--- config.mk ---
export PLATFORM = sky130hd
export DESIGN_NAME = mvu_apb_csr_bridge
export DESIGN_NICKNAME = d
export VERILOG_FILES = /design/src/rtl/mvu_apb_csr_bridge.sv
export SDC_FILE = /design/constraint.sdc
export NUM_CORES = 1
export LEC_CHECK = 0
export CAP_MARGIN = 20
export CORE_ASPECT_RATIO = 0.8
export CORE_MARGIN = 3
export CORE_UTILIZATION = 38
export DETAILED_ROUTE_END_ITERATION = 7
export PLACE_DENSITY = 0.76
export SETUP_SLACK_MARGIN = 0.2
export SLEW_MARGIN = 15
export SYNTH_ARGS = -nofsm -noshare
export SYNTH_HDL_FRONTEND = slang
export SYNTH_SLANG_ARGS = --single-unit
--- constraint.sdc ---
create_clock -name clk -period 2.94 [get_ports clk]
set_input_delay 0.588 -clock clk [delete_from_list [all_inputs] [get_ports clk]]
set_output_delay 0.588 -clock clk [all_outputs]
set_load 0.01 [all_outputs]
--- src/rtl/mvu_apb_csr_bridge.sv ---
// APB slave that forwards CSR accesses to an MVU array over a req/ack channel.
// Ports: APB (psel/penable/pwrite/paddr/pwdata/pstrb -> prdata/pready/pslverr),
//   CSR master (csr_req/csr_mvu/csr_addr/csr_we/csr_wdata <- csr_ack/csr_rdata).
module mvu_apb_csr_bridge #(
  parameter int NMVU           = 8,
  parameter int APB_ADDR_WIDTH = 15,
  parameter int APB_DATA_WIDTH = 32,
  parameter int TIMEOUT        = 255
) (
  input  logic                        clk,
  input  logic                        rst,
  input  logic                        psel,
  input  logic                        penable,
  input  logic                        pwrite,
  input  logic [APB_ADDR_WIDTH-1:0]   paddr,
  input  logic [APB_DATA_WIDTH-1:0]   pwdata,
  input  logic [APB_DATA_WIDTH/8-1:0] pstrb,
  output logic [APB_DATA_WIDTH-1:0]   prdata,
  output logic                        pready,
  output logic                        pslverr,
  output logic                        csr_req,
  output logic [APB_ADDR_WIDTH-13:0]  csr_mvu,
  output logic [11:0]                 csr_addr,
  output logic                        csr_we,
  output logic [APB_DATA_WIDTH-1:0]   csr_wdata,
  input  logic                        csr_ack,
  input  logic [APB_DATA_WIDTH-1:0]   csr_rdata
);

  localparam int MW = APB_ADDR_WIDTH - 12;
  localparam int DW = APB_DATA_WIDTH;
  localparam logic [31:0] NMVU_L = 32'(NMVU);
  localparam logic [7:0] TO = 8'(TIMEOUT);

  typedef enum logic [1:0] {
    IDLE,
    REQ,
    WAIT,
    RESP
  } state_e;

  state_e        state_q, state_d;
  logic [MW-1:0] mvu_q, mvu_d;
  logic [11:0]   addr_q, addr_d;
  logic          we_q, we_d;
  logic [DW-1:0] wdata_q, wdata_d;
  logic [DW-1:0] rdata_q, rdata_d;
  logic [7:0]    cnt_q, cnt_d;
  logic          err_q, err_d;

  logic          acc;
  logic          in_rng;
  logic          mvu_ok;
  logic          wr_ok;
  logic          legal;

  // Decode straight from the bus so the
  // legality decision is made on the
  // accepting edge.
  always_comb begin
    acc    = psel && penable;
    in_rng = (paddr[11:0] >= 12'hf20) &&
             (paddr[11:0] <= 12'hf63);
    mvu_ok = ({{(32-MW){1'b0}}, paddr[APB_ADDR_WIDTH-1:12]}
              < NMVU_L);
    // Status register is read-only and
    // partial writes are not supported.
    wr_ok  = (&pstrb) && (paddr[11:0] != 12'hf4e);
    legal  = in_rng && mvu_ok && (!pwrite || wr_ok);
  end

  always_comb begin
    state_d = state_q;
    mvu_d   = mvu_q;
    addr_d  = addr_q;
    we_d    = we_q;
    wdata_d = wdata_q;
    rdata_d = rdata_q;
    cnt_d   = cnt_q;
    err_d   = err_q;
    unique case (state_q)
      IDLE: begin
        if (acc) begin
          mvu_d   = paddr[APB_ADDR_WIDTH-1:12];
          addr_d  = paddr[11:0];
          we_d    = pwrite;
          wdata_d = pwdata;
          rdata_d = '0;
          cnt_d   = '0;
          err_d   = !legal;
          state_d = legal ? REQ : RESP;
        end
      end
      REQ, WAIT: begin
        // An ack on the timeout cycle still
        // completes the access normally.
        if (csr_ack) begin
          rdata_d = we_q ? '0 : csr_rdata;
          state_d = RESP;
        end else begin
          cnt_d = cnt_q + 8'd1;
          if (cnt_q + 8'd1 == TO) begin
            err_d   = 1'b1;
            state_d = RESP;
          end else begin
            state_d = WAIT;
          end
        end
      end
      RESP: begin
        state_d = IDLE;
      end
    endcase
  end

  always_ff @(posedge clk or posedge rst) begin
    if (rst) begin
      state_q <= IDLE;
      mvu_q   <= '0;
      addr_q  <= '0;
      we_q    <= 1'b0;
      wdata_q <= '0;
      rdata_q <= '0;
      cnt_q   <= '0;
      err_q   <= 1'b0;
    end else begin
      state_q <= state_d;
      mvu_q   <= mvu_d;
      addr_q  <= addr_d;
      we_q    <= we_d;
      wdata_q <= wdata_d;
      rdata_q <= rdata_d;
      cnt_q   <= cnt_d;
      err_q   <= err_d;
    end
  end

  always_comb begin
    csr_req   = (state_q == REQ) || (state_q == WAIT);
    csr_mvu   = mvu_q;
    csr_addr  = addr_q;
    csr_we    = we_q;
    csr_wdata = wdata_q;
    pready    = (state_q == RESP);
    pslverr   = pready && err_q;
    prdata    = (pready && !err_q) ? rdata_q : '0;
  end

endmodule

# Word-level counts from Yosys, hierarchy flattened
# Cells that the tools add are included.
word_totals:
  output_inout_bits: 83
  register_bits: 91
  word_cells: 56
op_classes:
  mux: 17
  n_addsub: 1
  n_lt_le_gt_ge: 2
  n_eq_ne: 9
  reduce_logical: 19
ops:
  columns: ["cell", "count"]
  rows:
  - ["$mux 32", 4]
  - ["$pmux 32 s2", 1]
  - ["$mux 8", 2]
  - ["$pmux 8 s2", 1]
  - ["$ge 12x12->1 const B", 1]
  - ["$le 12x12->1 const B", 1]
  - ["$ne 12x12->1 const B", 1]
  - ["$add 8x1->8 const B", 1]
  - ["$eq 8x8->1 const B", 1]
  - ["$ne 2x2->1 const B", 4]
  - ["$reduce_and 4->1", 2]
  - ["$logic_and 1x1->1", 6]
  - ["$pmux 2 s3", 1]
  - ["$reduce_and 3->1", 2]
  - ["$mux 1", 5]
  - ["$eq 2x2->1 const B", 2]
  - ["$mux 2", 2]
  - ["$logic_not 1->1", 3]
  - ["$eq 2x1->1 const B", 1]
  - ["$logic_not 2->1", 1]
  - ["$logic_or 1x1->1", 2]
  - ["$pmux 1 s2", 1]
  - ["$reduce_and 2->1", 1]
  - ["$reduce_bool 2->1", 1]
  - ["$reduce_or 2->1", 1]

# Logic depth before layout (Yosys ltp)
# Gate-level depths: netlist of run 1.
logic_depth:
  depth_word: 7
  mapped_depth: 8
  ltp_nobuf: 7

# Least setup slack after synthesis of run 1
# No wires, ideal clock.
synth_timing:
  kind: "reg2out"
  start: "register state_q[0]"
  end: "output prdata[10]"
  stages_incl_launch_ff: 5
  path_buffers: 1
  slack_ns: 1.130
  required_ns: 2.352
  arrival_ns: 1.222
  path_cell_list: "dfrtp_1 -> ha_1 -> nor2b_1 -> clkbuf_1 -> and2_1"
synth_via:
  elab_chain_cells: 3
synth_rtl:
  columns: ["item", "line_no", "source"]
  rows:
  - ["from (decl)", "42", "state_e state_q, state_d;"]
  - ["from (signal assigned)", "127", "state_q <= state_d;"]
  - ["$eq 2x2->1", "144", "pready = (state_q == RESP);"]
  - ["via pready", "19", "output logic pready,"]
  - ["$logic_and 1x1->1", "146", "prdata = (pready && !err_q) ? rdata_q : '0;"]
  - ["$mux 32", "146", null]
  - ["to (decl)", "18", "output logic [APB_DATA_WIDTH-1:0] prdata,"]
# The timed path passes the listed nets, and every way through them passes these cells.

# Final worst setup path of run 1
layout_timing:
  start: "register state_q[0]"
  end: "output prdata[19]"
layout_via:
  elab_chain_cells: 3
layout_rtl:
  columns: ["item", "line_no"]
  rows:
  - ["$eq 2x2->1", "144"]
  - ["$logic_and 1x1->1", "146"]
  - ["$mux 32", "146"]
# Every way passes these cells.

==> results.md, run 1 <==
| Metric | This run |
|---|---|
| Number of pins with negative max-slew slack in the final report | 0 |
| Via density | 4.80 |
| Root buffer selected by CTS | sky130_fd_sc_hd__clkbuf_16 |
| Endpoint of the worst setup timing path | prdata[19] |
| Multi-input combinational cell area | 1620 um2 |
| Multiplexer share of the synthesized area | 0.133 |
| Weighted congestion at the end of routability-driven global placement | 0.825 |
| WL met3 | 972 um |
| Clock latency on the worst-skew pair | 0.33 ns |
| NumNets Final | 633 |
| Critical register-to-register path endpoint | rdata_q[28]$_DFFE_PP0P_ |
| Final number of hold-violating endpoints | 0 |
| Total via count in the routed design | 3269 |
| Post-synthesis to final-layout area growth | 55.5% |
| Static leakage | 2.59 nW |
| Combined area of all synthesized cells | 3970 um2 |
| Half-perimeter wire length after detailed placement | 7.80 mm |
| Worst setup slack for register-to-register paths | 0.99 ns |
| Core Rows | 32 |
| Largest family of logic cells by synthesized area | simple AND/OR/NAND/NOR gates |
| Wl on met1 | 4.34 mm |
| Most area-consuming cells after synthesis | sky130_fd_sc_hd__dfrtp_1 57%, sky130_fd_sc_hd__mux2_2 13%, sky130_fd_sc_hd__nand2_1 7.6% |
| Sink count of the clock tree | 91 |
| Bufs on Longest Clock Path | 2 |
| Kind of capture point of the worst setup path | output pin |
| Share of async-settable or async-resettable flops after synthesis | 1.00 |
| Area share of the leading cell type in the synthesized netlist | 0.574 |
| Setup repair after global routing missed its margin | yes |
| Yosys Warn Count | 0 |
| Nets in the synthesized netlist | 461 |
| Crit-path max FO | 32 |
| Max Fclk | 0.386 GHz |
| Wire length of the first global-routing pass | 16.9 mm |
| Routed wire length per instance | 15.3 um |
| Tightest Pin Transition | 0.705 ns |
| Remaining antenna violation count after routing | 0 |
| Proportion of synthesized chip area in sequential cells | 0.574 |
| Power density over the cells | 921 nW/um2 |
| Sum of met2 wire segment lengths after detailed routing | 4.98 mm |
| Start point of the critical path | state_q[0]$_DFFE_PP0P_ |
| Boundary Pins | 172 |
| Worst vdd ir | 626 uV |
| Initial Util | 0.401 |
| Number of maximum-capacitance violations | 0 |
| Area of the core | 9890 um2 |
| Die Height | 97.4 um |
| Final std cell area, no fill | 6170 um2 |
| Total global-route track usage | 0.181 |
| Width of the die | 120 um |
| Count of flip-flops with a built-in enable after synthesis | 0 |
| Mean post-synth cell area | 10.8 um2 |
| Slowest stage cell, crit path | sky130_fd_sc_hd__clkdlybuf4s50_1 |
| Clock H-tree levels | 3 |
| Result of the run | complete, no violations |
| Worst EP required | 2.35 ns |
| Number of global-route vias before repair | 3472 |
| Post-synthesis share of cell area spent on full adders, half adders and majority gates | 0.0126 |
| Cell chain of the critical path | ha_1, nor2b_1, buf_6, and2_1, clkdlybuf4s50_1 |
| Max stage delay on crit path | 0.55 ns |
| R2R Path Start | state_q[0]$_DFFE_PP0P_ |
| Pin count of the biggest net entering global routing | 65 |
| Xor and xnor fraction of the mapped netlist area | 0.00883 |
| Fraction of the core area covered by cells at the end of the flow | 0.624 |
| Post-CTS Repair Setup Buffers | 0 |
| DRC violation count after routing | 0 |
| Number of diodes added for antenna fixing | 0 |
| Top cell type by total area after synthesis | sky130_fd_sc_hd__dfrtp_1 |
| Category of the worst setup path launch point | flip-flop |
| Min cycle time layout | 2.59 ns |
| Setup clock skew after layout | 0.00824 ns |
| Fillers | 828 |
| Synthesized instance count | 368 |
| Register area | 2280 um2 |
| Total setup violations reported at the end of the flow | 0 |
| Initial antenna violation count | 0 |
| Final worst-path cycle share | 0.881 |
| Complex-gate fraction of the synthesized area | 0.0810 |
| Worst Path Arrival | 2.00 ns |
| Leftover overflow at the end of global routing | 0 |
| Die footprint | 11700 um2 |
| Critical path start-end classification | reg2out |
| Cell depth of the worst flop-to-flop path | 7 |
| Main synth FF type | sky130_fd_sc_hd__dfrtp_1 |
| DR top layer | met4 |
| Synthesis-stage register bit count | 91 |
| Post-route setup TNS | 0 ns |
| Dominant cell by count in the synthesized netlist | sky130_fd_sc_hd__dfrtp_1 |
| TritonCTS clock tree | done |
| WL final | 10.4 mm |
| Port buffer count | 171 |
| Total CTS buffers | 9 |
| Commonest cells in the netlist | 91 x sky130_fd_sc_hd__dfrtp_1, 80 x sky130_fd_sc_hd__nand2_1, 46 x sky130_fd_sc_hd__mux2_2 |
| Basic-gate share of the synthesized area counting and, or, nand and nor cells | 0.167 |
| Relative slew slack | 0.529 |
| Fraction of final layout cells sized beyond drive strength 1 | 0.147 |
| Drt pass-1 iters | 4 |
| Total power draw | 0.00568 W |
| Kind of path behind the tightest hold check | reg2reg |
| Count of routing violations after the opening detailed-route iteration | 149 |
| Clock Pin Slew Worst Setup and Hold Paths | 0.06 ns |
| Number of hold-repair buffers added at the cts stage | 0 |
| Final hold slack | 0.469 ns |
| Number of distinct library cells after synthesis | 33 |
| Placed cell area | 5880 um2 |
==> cell type report <==
cell class	count	area share
Clock inverter	3	0.00345
Clock buffer	13	0.0438
Multi-Input combinational cell	252	0.262
Timing Repair Buffer	179	0.290
Sequential cell	91	0.369
Inverter	7	0.00486
Tap cell	136	0.0276
==> kinds of logic (layout without fill, tap and decap cells) <==
family	after synthesis	count (layout)
AO/OA/AOI/OAI	58	58
XOR/XNOR	4	4
adder cells (fa/ha/maj)	4	4
buffers and inverters	25	202
flip-flops	91	91
multiplexers	47	47
AND/OR/NAND/NOR	139	139
==> cells in the final DEF, fill, tap and decap left out, drive strengths merged, types with 2 or more instances in the layout <==
master / instances
xnor2: 3
o21ai: 47
ha: 4
mux2: 46
nor2: 7
dfrtp: 91
nand2b: 2
nand3: 6
inv: 6
nor2b: 2
o31ai: 3
clkdlybuf4s50: 171
nand2: 80
clkinv: 2
clkbuf: 13
buf: 8
a21oi: 3
clkinvlp: 2
and2: 34
nand4: 2
==> power by group <==
part	switching [W]	internal, W
logic	0.00125	0.00130
registers	0.000272	0.00176
clock network	0.000464	0.000643
total	0.00198	0.00370
==> flip-flops by register name, summed over array words and instances (netlist names) <==
| name | count |
|---|---|
| cnt_q | 8 |
| csr_addr | 12 |
| csr_mvu | 3 |
| csr_wdata | 32 |
| csr_we | 1 |
| err_q | 1 |
| rdata_q | 32 |
| state_q | 2 |
==> worst max-delay path, delay by kind of cell (launching register included) <==
kind	cells	cell delay, ns
buf+inv	2	0.77
flops	1	0.37
simple gates	2	0.32
fa+ha+maj	1	0.20
==> layer usage <==
layer | vias up | GRT usage
met3 | 11 | 0.0728
met4 | 0 | 0.0505
li1 | 1567 | -
met5 | - | 0
met2 | 130 | 0.303
met1 | 1561 | 0.217
==> through the flow <==
stage	cells	setup slack, ns
detailed placement	665	0.590
CTS	681	0.282
global route	681	0.196
finish	681	0.350
global placement	665	0.684
floorplan	368	1.13
==> repair_timing <==
action,CTS,global route
resized for setup,0,1
setup endpoints to repair,0,32
hold endpoints to repair,0,0
==> worst min-delay path by stage <==
stage / start / slack (ns) / depth (start not counted) / endpoint
6_report: rdata_q[27]$_DFFE_PP0P_ / 0.47 / 2 / rdata_q[27]$_DFFE_PP0P_
2_1_floorplan: rdata_q[0]$_DFFE_PP0P_ / 0.44 / 2 / rdata_q[0]$_DFFE_PP0P_
5_1_grt: rdata_q[21]$_DFFE_PP0P_ / 0.51 / 2 / rdata_q[21]$_DFFE_PP0P_
4_1_cts: rdata_q[20]$_DFFE_PP0P_ / 0.48 / 2 / rdata_q[20]$_DFFE_PP0P_
3_5_place_dp: rdata_q[20]$_DFFE_PP0P_ / 0.46 / 2 / rdata_q[20]$_DFFE_PP0P_
3_3_place_gp: rdata_q[9]$_DFFE_PP0P_ / 0.46 / 2 / rdata_q[9]$_DFFE_PP0P_
Note: power is estimated with default switching activity, not from simulation.
==> run 2, diff against run 1 <==
--- a/config.mk
+++ b/config.mk
@@ -10,7 +10,7 @@
 export CORE_MARGIN = 3
 export CORE_UTILIZATION = 38
 export DETAILED_ROUTE_END_ITERATION = 7
-export PLACE_DENSITY = 0.76
+export PLACE_DENSITY = 0.85
 export SETUP_SLACK_MARGIN = 0.2
 export SLEW_MARGIN = 15
 export SYNTH_ARGS = -nofsm -noshare
==> results.md, run 2 (synthesis gave the netlist of run 1 again) <==
| Metric | This run | vs previous |
|---|---|---|
| Result of the run | complete, no violations | unchanged |
| Clock Pin Slew Worst Setup and Hold Paths | 0.06 ns | about the same |
| Worst vdd ir | 571 uV | was 626 uV |
| Setup clock skew after layout | 0.00605 ns | was 0.00824 ns |
| Weighted congestion at the end of routability-driven global placement | 0.760 | was 0.825 |
| Min cycle time layout | 2.59 ns | about the same |
| Area of the core | 9890 um2 | unchanged |
| WL final | 10.4 mm | about the same |
| Bufs on Longest Clock Path | 2 | unchanged |
| Number of global-route vias before repair | 3360 | was 3472 |
| Total setup violations reported at the end of the flow | 0 | unchanged |
| Core Rows | 32 | unchanged |
| Cell depth of the worst flop-to-flop path | 6 | was 7 |
| Final std cell area, no fill | 6180 um2 | was 6170 um2 |
| Max Fclk | 0.386 GHz | about the same |
| Half-perimeter wire length after detailed placement | 7.80 mm | about the same |
| Hold path start | rdata_q[18]$_DFFE_PP0P_ | was rdata_q[27]$_DFFE_PP0P_ |
| Post-synthesis to final-layout area growth | 55.8% | was 55.5% |
| Port buffer count | 171 | unchanged |
| GR Util met2 | 0.298 | was 0.303 |
| Kind of capture point of the worst setup path | output pin | unchanged |
| Count of routing violations after the opening detailed-route iteration | 229 | was 149 |
| Leftover overflow at the end of global routing | 0 | unchanged |
| Post-CTS Repair Setup Buffers | 0 | unchanged |
| Met3 layer usage reported by global route | 0.0838 | was 0.0728 |
| Clock latency on the worst-skew pair | 0.33 ns | about the same |
| Initial antenna violation count | 0 | unchanged |
| Max stage delay on crit path | 0.55 ns | about the same |
| WHS Endpoint | rdata_q[18]$_DFFE_PP0P_ | was rdata_q[27]$_DFFE_PP0P_ |
| Static leakage | 2.59 nW | about the same |
| Number of maximum-capacitance violations | 0 | unchanged |
| Family with the most delay on the worst path | buffers and inverters | unchanged |
| Worst EP required | 2.35 ns | about the same |
| Drt pass-1 iters | 4 | unchanged |
| DRC violation count after routing | 0 | unchanged |
| Number of pins with negative max-slew slack in the final report | 0 | unchanged |
| Fraction of final layout cells sized beyond drive strength 1 | 0.147 | about the same |
| Power density over the cells | 927 nW/um2 | was 921 nW/um2 |
| Highest-count cells in the layout ignoring fill and taps | 171 x sky130_fd_sc_hd__clkdlybuf4s50_1, 91 x sky130_fd_sc_hd__dfrtp_1, 80 x sky130_fd_sc_hd__nand2_1 | unchanged |
| TritonCTS clock tree | done | unchanged |
| Pin count of the biggest net entering global routing | 65 | unchanged |
| Sink count of the clock tree | 91 | unchanged |
| Cell chain of the critical path | ha_2, nor2b_2, buf_8, and2_1, clkdlybuf4s50_1 | was ha_1, nor2b_1, buf_6, and2_1, clkdlybuf4s50_1 |
| Width of the die | 120 um | unchanged |
| Remaining antenna violation count after routing | 0 | unchanged |
| Number of diodes added for antenna fixing | 0 | unchanged |
| Tightest Pin Transition | 0.675 ns | was 0.705 ns |
| Worst hold path depth | 2 | unchanged |
| Final number of hold-violating endpoints | 0 | unchanged |
| Worst setup slack for register-to-register paths | 0.99 ns | about the same |
| Top Usage Layer GRT | met2 | unchanged |
| Fraction of the core area covered by cells at the end of the flow | 0.625 | was 0.624 |
| Switching share of total power | 0.350 | was 0.349 |
| Boundary Pins | 172 | unchanged |
| Worst Path Arrival | 2.00 ns | about the same |
| Count of buffer and inverter cells on the critical path | 2 | unchanged |
| Via density | 4.82 | was 4.80 |
| Placed cell area | 5880 um2 | unchanged |
| Number of hold-repair buffers added at the cts stage | 0 | unchanged |
| Critical register-to-register path endpoint | rdata_q[9]$_DFFE_PP0P_ | was rdata_q[28]$_DFFE_PP0P_ |
| R2R Path Start | state_q[1]$_DFFE_PP0P_ | was state_q[0]$_DFFE_PP0P_ |
| Cell Int Power | 0.00372 W | was 0.00370 W |
| Final worst-path cycle share | 0.881 | about the same |
| Total CTS buffers | 9 | unchanged |
| Most frequent standard cell in the layout excluding fill and tap cells | sky130_fd_sc_hd__clkdlybuf4s50_1 | unchanged |
| Sw Pwr | 0.00201 W | was 0.00198 W |
| Total via count in the routed design | 3275 | was 3269 |
| Setup repair after global routing missed its margin | no | was yes |
| GR Layer Usage met1 | 0.217 | about the same |
| NumNets Final | 631 | was 633 |
| Clock H-tree levels | 3 | unchanged |
| Post-route setup TNS | 0 ns | unchanged |
| Total global-route track usage | 0.183 | was 0.181 |
| Sequential group share of total power | 0.353 | was 0.357 |
| Wire length of the first global-routing pass | 17.1 mm | was 16.9 mm |
| Routed wire length per instance | 15.4 um | was 15.3 um |
| Critical path start-end classification | reg2out | unchanged |
| Logic pwr share | 0.449 | was 0.448 |
| Die Height | 97.4 um | unchanged |
| Clock group share of total power | 0.198 | was 0.195 |
| Slowest stage cell, crit path | sky130_fd_sc_hd__clkdlybuf4s50_1 | unchanged |
| Root buffer selected by CTS | sky130_fd_sc_hd__clkbuf_16 | unchanged |
| Category of the worst setup path launch point | flip-flop | unchanged |
| Initial Util | 0.401 | unchanged |
| Kind of path behind the tightest hold check | reg2reg | unchanged |
| Crit-path max FO | 32 | unchanged |
| Die footprint | 11700 um2 | unchanged |
| Relative slew slack | 0.549 | was 0.529 |
-- run 2: worst max path at each step --
stage / start / to / slack (ns) / depth (start not counted)
after floorplan: state_q[0]$_DFFE_PP0P_ / prdata[10] / 1.13 / 4
after global placement: state_q[0]$_DFFE_PP0P_ / prdata[12] / 0.74 / 5
after detailed placement: state_q[0]$_DFFE_PP0P_ / prdata[27] / 0.63 / 5
after CTS: state_q[0]$_DFFE_PP0P_ / prdata[27] / 0.25 / 5
after global routing: state_q[1]$_DFFE_PP0P_ / prdata[11] / 0.21 / 5
final: state_q[0]$_DFFE_PP0P_ / prdata[27] / 0.35 / 5
-- run 2: worst reg2reg max path: stages, from the launching register on --
cell	delay (ns)
sky130_fd_sc_hd__dfrtp_1	0.37
sky130_fd_sc_hd__inv_1	0.07
sky130_fd_sc_hd__ha_1	0.38
sky130_fd_sc_hd__inv_1	0.15
sky130_fd_sc_hd__o21ai_4	0.15
sky130_fd_sc_hd__buf_4	0.45
sky130_fd_sc_hd__o21ai_0	0.22
-- run 2: power by group through the flow --
| stage | Sequential [W] | Combinational, W | Clock, W |
|---|---|---|---|
| floorplan | 0.00216 | 0.00118 | 0 |
| global placement | 0.00201 | 0.00251 | 0 |
| detailed placement | 0.00204 | 0.00260 | 0 |
| CTS | 0.00202 | 0.00261 | 0.00118 |
| global route | 0.00209 | 0.00283 | 0.00124 |
| finish | 0.00202 | 0.00257 | 0.00114 |
-- run 2: layout make-up --
| cell class | count | area [um2] |
|---|---|---|
| timing repair buffer | 177 | 1790 |
| clock inverter | 6 | 66.3 |
| fill | 807 | 3710 |
| inverter | 7 | 30.0 |
| sequential | 91 | 2280 |
| multi-input combinational | 252 | 1620 |
| tap | 136 | 170 |
| clock buffer | 10 | 229 |
-- run 2: stage by stage --
step | setup slack [ns] | hold slack [ns] | instances | power, W
5_1_grt | 0.213 | 0.503 | 679 | 0.00616
3_3_place_gp | 0.737 | 0.457 | 663 | 0.00452
4_1_cts | 0.247 | 0.480 | 679 | 0.00581
6_report | 0.350 | 0.472 | 679 | 0.00573
3_5_place_dp | 0.626 | 0.466 | 663 | 0.00464
2_1_floorplan | 1.13 | 0.442 | 368 | 0.00334
-- run 2: per-layer routing --
| metal | share of wire | up-vias |
|---|---|---|
| li1 | - | 1575 |
| met1 | 0.40 | 1549 |
| met2 | 0.47 | 137 |
| met3 | 0.11 | 14 |
| met4 | 0.016 | 0 |
| met5 | 0 | - |
-- run 2: repair_timing --
| action | in CTS | in global routing |
|---|---|---|
| gates resized for setup | 0 | 3 |
| endpoints found under the hold margin | 0 | 0 |
| endpoints found under the setup margin | 0 | 32 |
